## src/rtl/cpu_dbg_pkg.sv

```systemverilog
// Shared types and constants for the CPU run-control / trace monitor.
package cpu_dbg_pkg;

  typedef enum logic [2:0] {
    ST_IDLE,
    ST_RUN,
    ST_DUMP_SUM,
    ST_DUMP_TRACE,
    ST_DUMP_REGS,
    ST_DONE
  } state_t;

  localparam logic [1:0] CAUSE_NONE  = 2'd0;
  localparam logic [1:0] CAUSE_LIMIT = 2'd1;
  localparam logic [1:0] CAUSE_PC    = 2'd2;
  localparam logic [1:0] CAUSE_SELF  = 2'd3;

  localparam logic [1:0] TAG_SUM   = 2'd0;
  localparam logic [1:0] TAG_TRACE = 2'd1;
  localparam logic [1:0] TAG_REG   = 2'd2;

  localparam int NUM_REGS = 32;

endpackage

```

## src/rtl/cpu_run_monitor_if.sv

```systemverilog
// Bundle between the run monitor, the CPU (retire/run/debug-read) and the dump consumer.
interface cpu_run_monitor_if #(
  parameter int ADDR_W = 32,
  parameter int DATA_W = 32
);
  logic                start;
  logic                retire_valid;
  logic [ADDR_W-1:0]   retire_pc;
  logic [31:0]         retire_inst;
  logic                run_en;
  logic [4:0]          rf_raddr;
  logic [DATA_W-1:0]   rf_rdata;
  logic                dump_valid;
  logic                dump_ready;
  logic [1:0]          dump_tag;
  logic [ADDR_W+31:0]  dump_data;
  logic [1:0]          halt_cause;
  logic [15:0]         retire_cnt;
  logic                done;

  modport slave (
    input  start, retire_valid, retire_pc, retire_inst, rf_rdata, dump_ready,
    output run_en, rf_raddr, dump_valid, dump_tag, dump_data, halt_cause, retire_cnt, done
  );

  modport master (
    output start, retire_valid, retire_pc, retire_inst, rf_rdata, dump_ready,
    input  run_en, rf_raddr, dump_valid, dump_tag, dump_data, halt_cause, retire_cnt, done
  );
endinterface

```

## src/rtl/trace_ram.sv

```systemverilog
// Circular trace storage: one synchronous write port, one asynchronous read port.
module trace_ram #(
  parameter int DEPTH = 16,
  parameter int WIDTH = 64,
  parameter int AW    = $clog2(DEPTH)
) (
  input  logic             clk,
  input  logic             i_we,
  input  logic [AW-1:0]    i_waddr,
  input  logic [WIDTH-1:0] i_wdata,
  input  logic [AW-1:0]    i_raddr,
  output logic [WIDTH-1:0] o_rdata
);
  logic [WIDTH-1:0] r_mem [DEPTH];

  // NOTE: the array has no reset; only entries written in the current run are ever read back.
  always_ff @(posedge clk) begin
    if (i_we) r_mem[i_waddr] <= i_wdata;
  end

  assign o_rdata = r_mem[i_raddr];
endmodule

```

## src/rtl/cpu_run_monitor.sv

```systemverilog
// Run-control and trace monitor: gates the CPU, records retires, halts, then streams a dump.
module cpu_run_monitor
  import cpu_dbg_pkg::*;
#(
  parameter int                ADDR_W      = 32,
  parameter int                DATA_W      = 32,
  parameter int                TRACE_DEPTH = 16,
  parameter int                CYCLE_LIMIT = 30,
  parameter bit                HALT_PC_EN  = 1'b0,
  parameter logic [ADDR_W-1:0] HALT_PC     = ADDR_W'(32'h0000_3000),
  parameter bit                SELFLOOP_EN = 1'b1
) (
  input logic              clk,
  input logic              rst,
  cpu_run_monitor_if.slave bus
);
  localparam int PTR_W   = $clog2(TRACE_DEPTH);
  localparam int FILL_W  = PTR_W + 1;
  localparam int ENTRY_W = ADDR_W + 32;

  state_t               r_state, w_state_next;
  logic                 r_run_en, r_dump_valid, r_done;
  logic [1:0]           r_dump_tag, r_halt_cause;
  logic [ENTRY_W-1:0]   r_dump_data;
  logic [15:0]          r_retire_cnt;
  logic [ADDR_W-1:0]    r_prev_pc;
  logic [PTR_W-1:0]     r_wptr;
  logic [FILL_W-1:0]    r_fill, r_rd_cnt;
  logic [5:0]           r_reg_idx;

  logic                 w_start, w_retire, w_xfer, w_halt;
  logic                 w_hit_pc, w_hit_self, w_hit_lim;
  logic                 w_trace_left, w_regs_left;
  logic                 w_load, w_load_trace, w_load_reg, w_finish;
  logic [1:0]           w_cause, w_load_tag;
  logic [15:0]          w_cnt_inc;
  logic [PTR_W-1:0]     w_oldest, w_rd_addr;
  logic [ENTRY_W-1:0]   w_rd_data, w_sum_word, w_reg_word, w_load_data;

  assign w_start  = bus.start && (r_state == ST_IDLE || r_state == ST_DONE);
  assign w_retire = bus.retire_valid && (r_state == ST_RUN);
  assign w_xfer   = r_dump_valid && bus.dump_ready;

  // Halt tests see the retire as already counted.
  assign w_cnt_inc  = (&r_retire_cnt) ? r_retire_cnt : r_retire_cnt + 16'd1;
  assign w_hit_pc   = HALT_PC_EN && (bus.retire_pc == HALT_PC);
  assign w_hit_self = SELFLOOP_EN && (r_retire_cnt != 16'd0) && (bus.retire_pc == r_prev_pc);
  assign w_hit_lim  = (CYCLE_LIMIT != 0) && (w_cnt_inc == 16'(CYCLE_LIMIT));
  assign w_cause    = w_hit_pc   ? CAUSE_PC   :
                      w_hit_self ? CAUSE_SELF :
                      w_hit_lim  ? CAUSE_LIMIT : CAUSE_NONE;
  assign w_halt     = w_retire && (w_hit_pc || w_hit_self || w_hit_lim);

  assign w_trace_left = (r_rd_cnt != r_fill);
  assign w_regs_left  = (r_reg_idx != 6'(NUM_REGS));
  assign w_oldest     = (r_fill == FILL_W'(TRACE_DEPTH)) ? r_wptr : '0;
  assign w_rd_addr    = w_oldest + r_rd_cnt[PTR_W-1:0];
  assign w_sum_word   = {ADDR_W'(w_cnt_inc), 30'd0, w_cause};
  assign w_reg_word   = {27'd0, r_reg_idx[4:0],
                         (r_reg_idx == 6'd0) ? {ADDR_W{1'b0}} : ADDR_W'(bus.rf_rdata)};

  trace_ram #(.DEPTH(TRACE_DEPTH), .WIDTH(ENTRY_W), .AW(PTR_W)) u_trace (
    .clk     (clk),
    .i_we    (w_retire),
    .i_waddr (r_wptr),
    .i_wdata ({bus.retire_pc, bus.retire_inst}),
    .i_raddr (w_rd_addr),
    .o_rdata (w_rd_data)
  );

  // NOTE: clocked state always uses non-blocking assignment so every flop samples pre-edge values.
  always_ff @(posedge clk or posedge rst) begin
    if (rst) r_state <= ST_IDLE;
    else     r_state <= w_state_next;
  end

  always_comb begin
    // NOTE: every comb output gets a default before the case, so no latch can be inferred.
    w_state_next = r_state;
    case (r_state)
      ST_IDLE, ST_DONE:           if (bus.start) w_state_next = ST_RUN;
      ST_RUN:                     if (w_halt) w_state_next = ST_DUMP_SUM;
      ST_DUMP_SUM, ST_DUMP_TRACE: if (w_xfer) w_state_next = w_trace_left ? ST_DUMP_TRACE : ST_DUMP_REGS;
      ST_DUMP_REGS:               if (w_xfer && !w_regs_left) w_state_next = ST_DONE;
      default:                    w_state_next = ST_IDLE;
    endcase
  end

  // The output register always holds the word of the current state; a transfer loads its successor.
  always_comb begin
    w_load_trace = 1'b0;
    w_load_reg   = 1'b0;
    w_finish     = 1'b0;
    w_load_tag   = TAG_SUM;
    w_load_data  = w_sum_word;
    case (r_state)
      ST_DUMP_SUM, ST_DUMP_TRACE: begin
        w_load_trace = w_xfer && w_trace_left;
        w_load_reg   = w_xfer && !w_trace_left;
      end
      ST_DUMP_REGS: begin
        w_load_reg = w_xfer && w_regs_left;
        w_finish   = w_xfer && !w_regs_left;
      end
      default: ;
    endcase
    if (w_load_trace) begin
      w_load_tag  = TAG_TRACE;
      w_load_data = w_rd_data;
    end else if (w_load_reg) begin
      w_load_tag  = TAG_REG;
      w_load_data = w_reg_word;
    end
  end

  assign w_load = w_halt || w_load_trace || w_load_reg;

  always_ff @(posedge clk or posedge rst) begin
    if (rst) begin
      r_run_en     <= 1'b0;
      r_dump_valid <= 1'b0;
      r_done       <= 1'b0;
      r_dump_tag   <= TAG_SUM;
      r_dump_data  <= '0;
      r_halt_cause <= CAUSE_NONE;
      r_retire_cnt <= '0;
      r_prev_pc    <= '0;
      r_wptr       <= '0;
      r_fill       <= '0;
      r_rd_cnt     <= '0;
      r_reg_idx    <= '0;
    end else begin
      if (w_start) begin
        r_run_en     <= 1'b1;
        r_done       <= 1'b0;
        r_halt_cause <= CAUSE_NONE;
        r_retire_cnt <= '0;
        r_wptr       <= '0;
        r_fill       <= '0;
        r_rd_cnt     <= '0;
        r_reg_idx    <= '0;
      end
      if (w_retire) begin
        r_wptr       <= r_wptr + PTR_W'(1);
        r_retire_cnt <= w_cnt_inc;
        r_prev_pc    <= bus.retire_pc;
        if (r_fill != FILL_W'(TRACE_DEPTH)) r_fill <= r_fill + FILL_W'(1);
        if (w_halt) begin
          r_run_en     <= 1'b0;
          r_halt_cause <= w_cause;
        end
      end
      if (w_load) begin
        r_dump_valid <= 1'b1;
        r_dump_tag   <= w_load_tag;
        r_dump_data  <= w_load_data;
      end else if (w_finish) begin
        r_dump_valid <= 1'b0;
        r_done       <= 1'b1;
      end
      if (w_load_trace) r_rd_cnt  <= r_rd_cnt + FILL_W'(1);
      if (w_load_reg)   r_reg_idx <= r_reg_idx + 6'd1;
    end
  end

  assign bus.run_en     = r_run_en;
  assign bus.rf_raddr   = r_reg_idx[4:0];
  assign bus.dump_valid = r_dump_valid;
  assign bus.dump_tag   = r_dump_tag;
  assign bus.dump_data  = r_dump_data;
  assign bus.halt_cause = r_halt_cause;
  assign bus.retire_cnt = r_retire_cnt;
  assign bus.done       = r_done;
endmodule

```

## src/flat_wrapper.sv

```systemverilog
// flat-port wrapper written by rule: the top's interface ports become plain ports
module cpu_run_monitor_flat import cpu_dbg_pkg::*;
#(
  parameter int                ADDR_W      = 32,
  parameter int                DATA_W      = 32,
  parameter int                TRACE_DEPTH = 16,
  parameter int                CYCLE_LIMIT = 30,
  parameter bit                HALT_PC_EN  = 1'b0,
  parameter logic [ADDR_W-1:0] HALT_PC     = ADDR_W'(32'h0000_3000),
  parameter bit                SELFLOOP_EN = 1'b1
)
  (clk, rst, bus_start, bus_retire_valid, bus_retire_pc, bus_retire_inst, bus_rf_rdata, bus_dump_ready, bus_run_en, bus_rf_raddr, bus_dump_valid, bus_dump_tag, bus_dump_data, bus_halt_cause, bus_retire_cnt, bus_done);
  cpu_run_monitor_if #(.ADDR_W(ADDR_W), .DATA_W(DATA_W)) bus_i ();
  input logic clk;
  input logic rst;
  input wire logic [$bits(bus_i.start)-1:0] bus_start;
  input wire logic [$bits(bus_i.retire_valid)-1:0] bus_retire_valid;
  input wire logic [$bits(bus_i.retire_pc)-1:0] bus_retire_pc;
  input wire logic [$bits(bus_i.retire_inst)-1:0] bus_retire_inst;
  input wire logic [$bits(bus_i.rf_rdata)-1:0] bus_rf_rdata;
  input wire logic [$bits(bus_i.dump_ready)-1:0] bus_dump_ready;
  output wire logic [$bits(bus_i.run_en)-1:0] bus_run_en;
  output wire logic [$bits(bus_i.rf_raddr)-1:0] bus_rf_raddr;
  output wire logic [$bits(bus_i.dump_valid)-1:0] bus_dump_valid;
  output wire logic [$bits(bus_i.dump_tag)-1:0] bus_dump_tag;
  output wire logic [$bits(bus_i.dump_data)-1:0] bus_dump_data;
  output wire logic [$bits(bus_i.halt_cause)-1:0] bus_halt_cause;
  output wire logic [$bits(bus_i.retire_cnt)-1:0] bus_retire_cnt;
  output wire logic [$bits(bus_i.done)-1:0] bus_done;
  assign bus_i.start = bus_start;
  assign bus_i.retire_valid = bus_retire_valid;
  assign bus_i.retire_pc = bus_retire_pc;
  assign bus_i.retire_inst = bus_retire_inst;
  assign bus_i.rf_rdata = bus_rf_rdata;
  assign bus_i.dump_ready = bus_dump_ready;
  assign bus_run_en = bus_i.run_en;
  assign bus_rf_raddr = bus_i.rf_raddr;
  assign bus_dump_valid = bus_i.dump_valid;
  assign bus_dump_tag = bus_i.dump_tag;
  assign bus_dump_data = bus_i.dump_data;
  assign bus_halt_cause = bus_i.halt_cause;
  assign bus_retire_cnt = bus_i.retire_cnt;
  assign bus_done = bus_i.done;
  cpu_run_monitor #(.ADDR_W(ADDR_W), .DATA_W(DATA_W), .TRACE_DEPTH(TRACE_DEPTH), .CYCLE_LIMIT(CYCLE_LIMIT), .HALT_PC_EN(HALT_PC_EN), .HALT_PC(HALT_PC), .SELFLOOP_EN(SELFLOOP_EN)) u_core (.clk(clk), .rst(rst), .bus(bus_i));
endmodule
```

## config.mk

```make
export PLATFORM = sky130hd
export DESIGN_NAME = cpu_run_monitor_flat
export DESIGN_NICKNAME = d
export VERILOG_FILES = /design/src/rtl/cpu_dbg_pkg.sv /design/src/rtl/cpu_run_monitor_if.sv /design/src/rtl/trace_ram.sv /design/src/rtl/cpu_run_monitor.sv /design/src/flat_wrapper.sv
export SDC_FILE = /design/constraint.sdc
export NUM_CORES = 1
export LEC_CHECK = 0
export CAP_MARGIN = 20
export CORE_MARGIN = 10
export CORE_UTILIZATION = 52
export CTS_CLUSTER_SIZE = 30
export DETAILED_ROUTE_END_ITERATION = 12
export PLACE_DENSITY = 0.7
export SETUP_SLACK_MARGIN = 0.05
export SKIP_CTS_REPAIR_TIMING = 1
export SLEW_MARGIN = 10
export SYNTH_ARGS = -nofsm -noshare
export SYNTH_HDL_FRONTEND = slang
export SYNTH_HIERARCHICAL = 1
export SYNTH_SLANG_ARGS = --single-unit
```

## constraint.sdc

```tcl
create_clock -name clk -period 12.4 [get_ports clk]
set_input_delay 1.24 -clock clk [delete_from_list [all_inputs] [get_ports clk]]
set_output_delay 1.24 -clock clk [all_outputs]
set_load 0.005 [all_outputs]
```

# Word-level counts from Yosys, hierarchy flattened

Memories as Yosys holds them, arrays and structs flattened.
Cells that the tools add are included.
Widths: inputs -> output; s select.

Register bits after elaboration: 142
Bits in writable memories: 1024
Input port bits: 101
Output and inout port bits: 92
Logic and storage cells: 103
Memories: 1

$add $sub $neg: 6
Equal/unequal tests: 15
Mux-type cells: 42
Reduce and logical (&&, ||, !) cells: 26

Memory list:

| memory               | depth | bits a word | read ports | clocked after Yosys merged registers in | wr ports | line            | text |
|---|---|---|---|---|---|---|---|
| u_core.u_trace.r_mem | 16    | 64          | 1          | 0                                       | 1        | trace_ram.sv:14 | `logic [WIDTH-1:0] r_mem [DEPTH];` |

Operator list:

| kind                  | number |
|---|---|
| $mux 64               | 1 |
| $mux 16               | 3 |
| $mux 48               | 1 |
| $eq 32x32->1          | 1 |
| $mux 32               | 1 |
| $mux 5                | 5 |
| $add 16x1->16 const B | 1 |
| $eq 16x5->1 const B   | 1 |
| $reduce_and 16->1     | 1 |
| $reduce_bool 16->1    | 1 |
| $mux 3                | 5 |
| $mux 1                | 13 |
| $mux 2                | 6 |
| $mux 4                | 3 |
| $mux 6                | 2 |
| $pmux 3 s4            | 1 |
| $add 5x1->5 const B   | 2 |
| $logic_and 1x1->1     | 9 |
| $reduce_bool 2->1     | 4 |
| $add 6x1->6 const B   | 1 |
| $eq 3x2->1 const B    | 2 |
| $eq 3x3->1 const B    | 2 |
| $logic_not 6->1       | 1 |
| $ne 2x1->1 const B    | 3 |
| 14 further kinds      | 19 |

# Depth between registers and ports, before layout

Gate-level depths: netlist of the first run.

Depth in word-level cells: 8
Depth in mapped cells: 18
Gate-level depth less buffers: 16

# Cells and area by module

Netlist of the first run, hierarchy kept.

By module, submodules not included:

| module          | instances | cells an instance | area an instance (um^2) | seq. area each (um^2) |
|---|---|---|---|---|
| trace_ram       | 1         | 1583              | 38300.5                 | 30749.5 |
| cpu_run_monitor | 1         | 763               | 7402.1                  | 3553.4 |

# Worst setup path before layout of the first run

No wires, ideal clock.

Path type: input-to-reg
Start: input port bus_retire_valid
End: memory u_core.u_trace.r_mem[0][0], enable pin
Arrival time: 7.025 ns
Required time: 11.835 ns
Setup slack: 4.810 ns
Cell stages on the path: 6
Path buffers: 2
Cell sequence: nand4bb_1 > inv_1 > clkbuf_1 > buf_1 > or3b_2 > nor3_1

Cells in the longest elaborated chain, start to end: 3

Ends and longest elaborated chain:

| element                      | line                  | text |
|---|---|---|
| start, declared              | flat_wrapper.sv:17    | `input wire logic [$bits(bus_i.retire_valid)-1:0] bus_retire_valid;` |
| $logic_and 1x1->1            | cpu_run_monitor.sv:41 | `assign w_retire = bus.retire_valid && (r_state == ST_RUN);` |
| via u_core.w_retire          | cpu_run_monitor.sv:31 | `logic w_start, w_retire, w_xfer, w_halt;` |
| $mux 1                       | trace_ram.sv:18       | `if (i_we) r_mem[i_waddr] <= i_wdata;` |
| $mux 1 (not written as such) | trace_ram.sv:18       |  |
| end, declared                | trace_ram.sv:14       |  |

The timed path passes the listed nets, and every way through them passes these cells.

# Final worst setup path of the first run

Start: register u_core.r_fill[0]
End: register u_core.r_dump_data[32], in the netlist u_core/bus.dump_data[32]

Elaborated cells between the ends (all ways): 14
Those cells by class: 1 x add/sub; 2 x eq/ne; 5 x mux; 5 x reduce/logical; 1 x memory

RTL lines:

| element                  | line                   | text |
|---|---|---|
| start, declared          | cpu_run_monitor.sv:28  | `logic [FILL_W-1:0] r_fill, r_rd_cnt;` |
| start signal, assigned   | cpu_run_monitor.sv:147 | `if (r_fill != FILL_W'(TRACE_DEPTH)) r_fill <= r_fill + FILL_W'(1);` |
| $eq 5x5->1               | cpu_run_monitor.sv:56  | `assign w_oldest = (r_fill == FILL_W'(TRACE_DEPTH)) ? r_wptr : '0;` |
| $mux 4                   | cpu_run_monitor.sv:56  |  |
| $add 4x4->4              | cpu_run_monitor.sv:57  | `assign w_rd_addr = w_oldest + r_rd_cnt[PTR_W-1:0];` |
| via u_core.w_rd_addr[1]  | cpu_run_monitor.sv:37  | `logic [PTR_W-1:0] w_oldest, w_rd_addr;` |
| $mem_v2 16x64            | n/a                    |  |
| via u_core.w_rd_data[32] | cpu_run_monitor.sv:38  | `logic [ENTRY_W-1:0] w_rd_data, w_sum_word, w_reg_word, w_load_data;` |
| $mux 64                  | cpu_run_monitor.sv:107 | `if (w_load_trace) begin` |
| end signal, assigned     | cpu_run_monitor.sv:156 | `r_dump_data <= w_load_data;` |
| end, declared            | cpu_run_monitor.sv:24  | `logic [ENTRY_W-1:0] r_dump_data;` |

The timed path passes the listed nets, and every way through them passes these cells.
A chain may end at the register's enable or synchronous reset.

==> reports/results.ini, run 1 <==
[placement]
place_worst_setup_slack_ns=6.95
dpl.cell_count=3601
port_buffers=192
dp_hpwl_um=60400
place_congestion=0.817

[sta]
skew_ns=0.0555
worstMarginPinSlew_ns=1.18
period_needed_ns=5.43
setup_tns_ns=0
max_freq_ghz=0.184
fin_crit_sh_pct=43.8
setup_ws_ns=6.97
rsz0062_at_grt=no
holdWs_ns=0.478
setup_viol=0
slew_headroom_pct=21.0
hold_viol_final=0
slew_violations=0

[critical_path]
path_max_fanout=123
crit_arrival_ns=5.99
critPathBufInv=4
worstReg2RegStart=u_core/r_fill[0]
worstPathCellList=inv_1, ha_1, nand2_1, nor3_1, and2_1, ha_4, inv_1, fa_1, inv_8, buf_4, mux4_2, a22oi_1, nand2_1, nor2_1, a221oi_1, mux2_1
cp_slowest_cell=buf_4
cp-start-kind=flip-flop
path_class=reg -> reg
crit_required_ns=12.96
end_kind=flip-flop
worstRegToRegCells=16
critPathMaxStageDelay_ns=0.98
r2r_end=u_core/bus.dump_data[32]
crit_family=buffers and inverters
r2r_setup_slack_ns=6.97

[routing]
wl_per_cell_um=29.5
drt_first_pass_iters=7
routed-via-count=24075
post-route-drc-count=0
drt_wl_total_um=113000
via_per_inst=6.31
drt_iter0_drc=2511
final_antenna_net_count=0

[floorplan]
fp-row-count=108
die_x_um=316
pin_count=193
start_util_pct=52.5
core_sq_um=87000
fp.dieH_um=316
die_area_sq_um=100000

[logic_synthesis]
synth_area_leaders=edfxtp_1, mux4_2, dfrtp_1
yosysUniqueCellTypes=67
synth_top_cell_by_area=edfxtp_1
yosysWarnings=6
syn_inst=2346
syn_area_per_cell_sq_um=19.5
syn-cell-area_sq_um=45700
async_flop_share_pct=12.2
synth_seq_cells=1166
synth_most_common_cell=edfxtp_1
synth_common_cells=edfxtp_1, mux4_2, nand2_1, dfrtp_1, a22oi_1
ys_seq_area_share_pct=75.1
synth-main-ff-cell=edfxtp_1
synth_top_area_share_pct=67.3
synth_nets=2460
synth_edf_count=1024

[grt]
grt_pass1_wl_um=166000
grt_max_degree=124
grtUsageTotal_pct=22.5
grt_overflow=0
antenna_found_initial=9
grt_pass1_vias=24712

[min_path]
hold_end=u_core/bus.dump_tag[0]
worstHoldPathType=reg -> reg
hold_path_depth=1
hold_path_startpoint=u_core/bus.dump_tag[0]

[finish]
fill_cells=6113
drive_gt1_share_pct=19.0
areaGrowthSynthToFinish_pct=14.9
layoutNonFillerInstCount=3818
fin_nets=2676

[power]
p_per_area_nw_per_um2=168
ir_drop_mv=0.140
p_leak_uw=0.0175

[clock_tree]
cts_max_path_buffers=3
clk_pin_slew_ns=0.06
cts_buffers=112
cts_tree=done
insertion_delay_ns=0.70
htree_levels=3
clock_sinks=1166
cts_root_buffer=clkbuf_16

[run]
maxCapViolations=0

[run_status]
outcome=completed

layout make-up:
class	count	area, sq um	share of cell area (%)
Inverter	18	80.1	0.152
Multi-Input combinational cell	1022	10800	20.5
Clock buffer	150	3020	5.74
Tap cell	1155	1450	2.75
Sequential cell	1166	34300	65.3
Clock inverter	59	569	1.08
Antenna cell	6	15.0	0.0286
Timing Repair Buffer	242	2330	4.43
through the flow:
| step | area, sq um | utilization [%] | total power, uW |
|---|---|---|---|
| after floorplan | 45700 | - | 5240 |
| after global placement | 48900 | 56.2 | 5580 |
| after detailed placement | 48900 | 56.2 | 5610 |
| after CTS | 52500 | 60.3 | 8900 |
| after global routing | 52500 | 60.3 | 9130 |
| final | 52500 | 60.4 | 8840 |
where the power goes:
group	internal, uW	switching [uW]
Sequential	4580	101
Combinational	313	547
Clock	1860	1440
Total	6750	2090
layout by cell type (no fill, tap or decap), drive strengths merged, types with 21 or more instances in the layout:
cell / Yosys / layout
edfxtp: 1024 / 1024
mux4: 256 / 256
nand2: 228 / 228
clkdlybuf4s50: 0 / 192
clkbuf: 61 / 150
dfrtp: 142 / 142
a22oi: 128 / 128
a22o: 51 / 51
buf: 79 / 50
xor2: 42 / 42
clkinv: 0 / 41
a21o: 39 / 39
o21ai: 36 / 36
nor2: 34 / 34
nand3: 32 / 32
inv: 18 / 21
sequential cells by signal, summed over array words and instances, names as in the netlist, 4 cells and up:
name                   count
u_core/r_rd_cnt            5
u_core/r_wptr              4
u_core/u_trace/r_mem    1024
u_core/r_reg_idx           6
u_core/r_prev_pc          32
u_core/bus.retire_cnt     16
u_core/bus.dump_data      64
u_core/r_fill              5
layer usage:
metal / GRT usage (%) / vias to the layer above / wire (um)
li1: - / 9991 / -
met1: 30.1 / 12818 / 43500
met2: 37.6 / 1049 / 56800
met3: 3.80 / 213 / 8850
met4: 7.26 / 4 / 3500
met5: 0 / - / 21
worst reg2reg max path, stage by stage, from the launching register on:
cell and delay [ns]:
dfrtp_1 0.46, inv_1 0.10, ha_1 0.15, nand2_1 0.05, nor3_1 0.49, and2_1 0.26, ha_4 0.14, inv_1 0.05
fa_1 0.52, inv_8 0.75, buf_4 1.05, mux4_2 0.50, a22oi_1 0.21, nand2_1 0.08, nor2_1 0.13, a221oi_1 0.08
mux2_1 0.32
how the worst max path moves through the flow:
| stage | start | to | depth (start not counted) |
|---|---|---|---|
| 2_1_floorplan | bus_retire_valid | u_core/u_trace/r_mem[0][0] | 6 |
| 3_3_place_gp | u_core/r_fill[0] | u_core/bus.dump_data[1] | 14 |
| 3_5_place_dp | u_core/r_fill[0] | u_core/bus.dump_data[32] | 14 |
| 4_1_cts | u_core/r_fill[0] | u_core/bus.dump_data[32] | 14 |
| 5_1_grt | u_core/r_fill[1] | u_core/bus.dump_data[1] | 14 |
| 6_report | u_core/r_fill[0] | u_core/bus.dump_data[32] | 16 |
cells by family after synthesis:
| family | after synthesis | synth area share [%] |
|---|---|---|
| flip-flops | 1166 | 75.1 |
| AND/OR/NAND/NOR | 382 | 3.94 |
| AO/OA/AOI/OAI | 311 | 5.07 |
| multiplexers | 264 | 12.8 |
| buffers and inverters | 158 | 1.77 |
| XOR/XNOR | 52 | 0.997 |
| adder cells (fa/ha/maj) | 13 | 0.372 |
(Power assumes the default switching activity.)
==> run 2, diff against run 1 <==
Clock period 12.4 ns to 5 ns, I/O delays scaled along.
==> run 2 against run 1 <==
  * Combinational power rose to 2.5 times the previous value
  * Largest power group unchanged
  * Clock skew fell by 0.016 ns
  * First-iteration DRC count fell by 1.7%
  * Setup slack got worse by 6.5 ns
  * Wire length fell by 0.72%
  * Hold slack got worse by 0.20 ns
  * Largest cell class unchanged
  * Die area did not move
  * Core utilization rose by 0.87 points
  * Critical endpoint is now u_core/bus.dump_data[38]
==> reports/results.ini, run 2 (synthesis results as in run 1) <==
[run_status]
outcome=completed

[critical_path]
path_class=reg -> reg
critical_path_depth=15
worstRegToRegCells=15
crit_top_cell=nand2_1
cp_slowest_cell=nor2b_4
r2r_setup_slack_ns=0.51
crit_arrival_ns=5.05
crit_required_ns=5.57
crit_path_end=u_core/bus.dump_data[38]
end_kind=flip-flop
critPathMaxStageDelay_ns=0.81
startpoint=u_core/r_fill[1]
critPathBufInv=3
cp-start-kind=flip-flop
worstPathCellList=inv_1, ha_1, nand2_1, nor3_1, and2_1, ha_4, inv_1, fa_1, xnor2_1, nor2b_4, buf_4, a22oi_1, nand2_1, nand2_1, o211ai_1
worstReg2RegStart=u_core/r_fill[1]
r2r_end=u_core/bus.dump_data[38]
path_max_fanout=18
crit_family=simple AND/OR/NAND/NOR gates

[grt]
grtUsageTotal_pct=22.3
grt_max_degree=94
antenna_found_initial=9
grt_overflow=0
grt_pass1_vias=24827
grt_pass1_wl_um=166000

[sta]
hold_viol_final=0
period_needed_ns=4.49
fin_crit_sh_pct=89.7
rsz0062_at_grt=no
max_freq_ghz=0.223
skew_ns=0.0392
setup_viol=0
holdWs_ns=0.273
slew_violations=0
worstMarginPinSlew_ns=1.11
setup_tns_ns=0
slew_headroom_pct=26.1

[placement]
place_congestion=0.820
dp_hpwl_um=63100
port_buffers=192
dpl.cell_count=3648
placed_area_sq_um=49600

[finish]
mostFrequentLayoutCells=edfxtp_1, mux4_2, nand2_1
regMostFlops=u_core/u_trace/r_mem
layout_commonest_cell=edfxtp_1
stdcell_area_sq_um=53300
layoutNonFillerInstCount=3864
fill_cells=6046
largest_reg_flops=1024
areaGrowthSynthToFinish_pct=16.6
fin_nets=2723
drive_gt1_share_pct=20.5
utilization_pct=61.2

[run]
maxCapViolations=0

[floorplan]
pin_count=193
fp-row-count=108
die_area_sq_um=100000
start_util_pct=52.5
die_x_um=316
fp.dieH_um=316
core_sq_um=87000

[clock_tree]
clock_sinks=1166
clk_pin_slew_ns=0.06
cts_buffers=114
htree_levels=3
cts_max_path_buffers=3
cts_tree=done
cts_root_buffer=clkbuf_16
insertion_delay_ns=0.68

[power]
ir_drop_mv=0.319
p_per_area_nw_per_um2=416
p_leak_uw=0.0179

[routing]
routed-via-count=24044
via_per_inst=6.22
drt_wl_total_um=112000
final_antenna_net_count=0
wl_per_cell_um=29.0
drt_iter0_drc=2469
drt_first_pass_iters=7
post-route-drc-count=0

[min_path]
worstHoldPathType=in -> async

-- run 2: cell count changes in the layout (fill, tap and decap cells not counted), sizes merged --
| cell | before | now |
|---|---|---|
| buf | 50 | 95 |
| clkbuf | 150 | 179 |
| clkinv | 41 | 26 |
| clkinvlp | 8 | 2 |
| diode | 6 | 1 |
| bufinv | 7 | 6 |
| inv | 21 | 20 |
-- run 2: cell type report --
cell class	instances	area, sq um	area share, %
flip-flops and latches	1166	34300	64.4
multi-input cells	1022	10800	20.3
clock buffers	179	3330	6.25
repair buffers	287	2950	5.53
well taps	1155	1450	2.71
clock inverters	36	382	0.716
inverters	18	80.1	0.150
diodes	1	2.50	0.00470
-- run 2: worst min-delay path by stage --
stage,endpoint,slack [ns],from,depth (start not counted)
after floorplan,u_core/r_prev_pc[0],0.47,u_core/r_prev_pc[0],2
after global placement,u_core/bus.dump_data[23],0.46,u_core/bus.dump_data[23],1
after detailed placement,u_core/bus.dump_data[26],0.46,u_core/bus.dump_data[26],1
after CTS,u_core/bus.dump_data[54],0.27,rst,2
after global routing,u_core/bus.dump_data[54],0.31,rst,2
final,u_core/bus.dump_data[54],0.27,rst,2
-- run 2: report_power, final --
| part | switching [uW] | internal (uW) | total (uW) |
|---|---|---|---|
| clock | 3530 | 4870 | 8400 |
| sequential | 254 | 11300 | 11600 |
| combinational | 1330 | 830 | 2160 |
| total | 5110 | 17000 | 22200 |
-- run 2: worst reg2reg max path, stage by stage (launching register included) --
cell	delay, ns
dfrtp_1	0.44
inv_1	0.12
ha_1	0.16
nand2_1	0.05
nor3_1	0.48
and2_1	0.26
ha_4	0.14
inv_1	0.05
fa_1	0.37
xnor2_1	0.52
nor2b_4	0.81
buf_4	0.46
a22oi_1	0.12
nand2_1	0.12
nand2_1	0.14
o211ai_1	0.16
-- run 2: routing by layer --
| layer | routed length, um | vias to the layer above | share of wire, % | global-route usage, % |
|---|---|---|---|---|
| li1 | - | 10076 | - | - |
| met1 | 44000 | 12763 | 39 | 30.1 |
| met2 | 57300 | 1035 | 51 | 37.7 |
| met3 | 8210 | 164 | 7.3 | 3.83 |
| met4 | 2410 | 6 | 2.2 | 5.87 |
| met5 | 43 | - | 0.038 | 0 |
-- run 2: stage by stage --
stage	setup slack [ns]	power, uW
after floorplan	-0.260	13000
after global placement	0.696	13900
after detailed placement	0.558	14000
after CTS	0.515	22300
after global routing	0.242	22900
final	0.515	22200
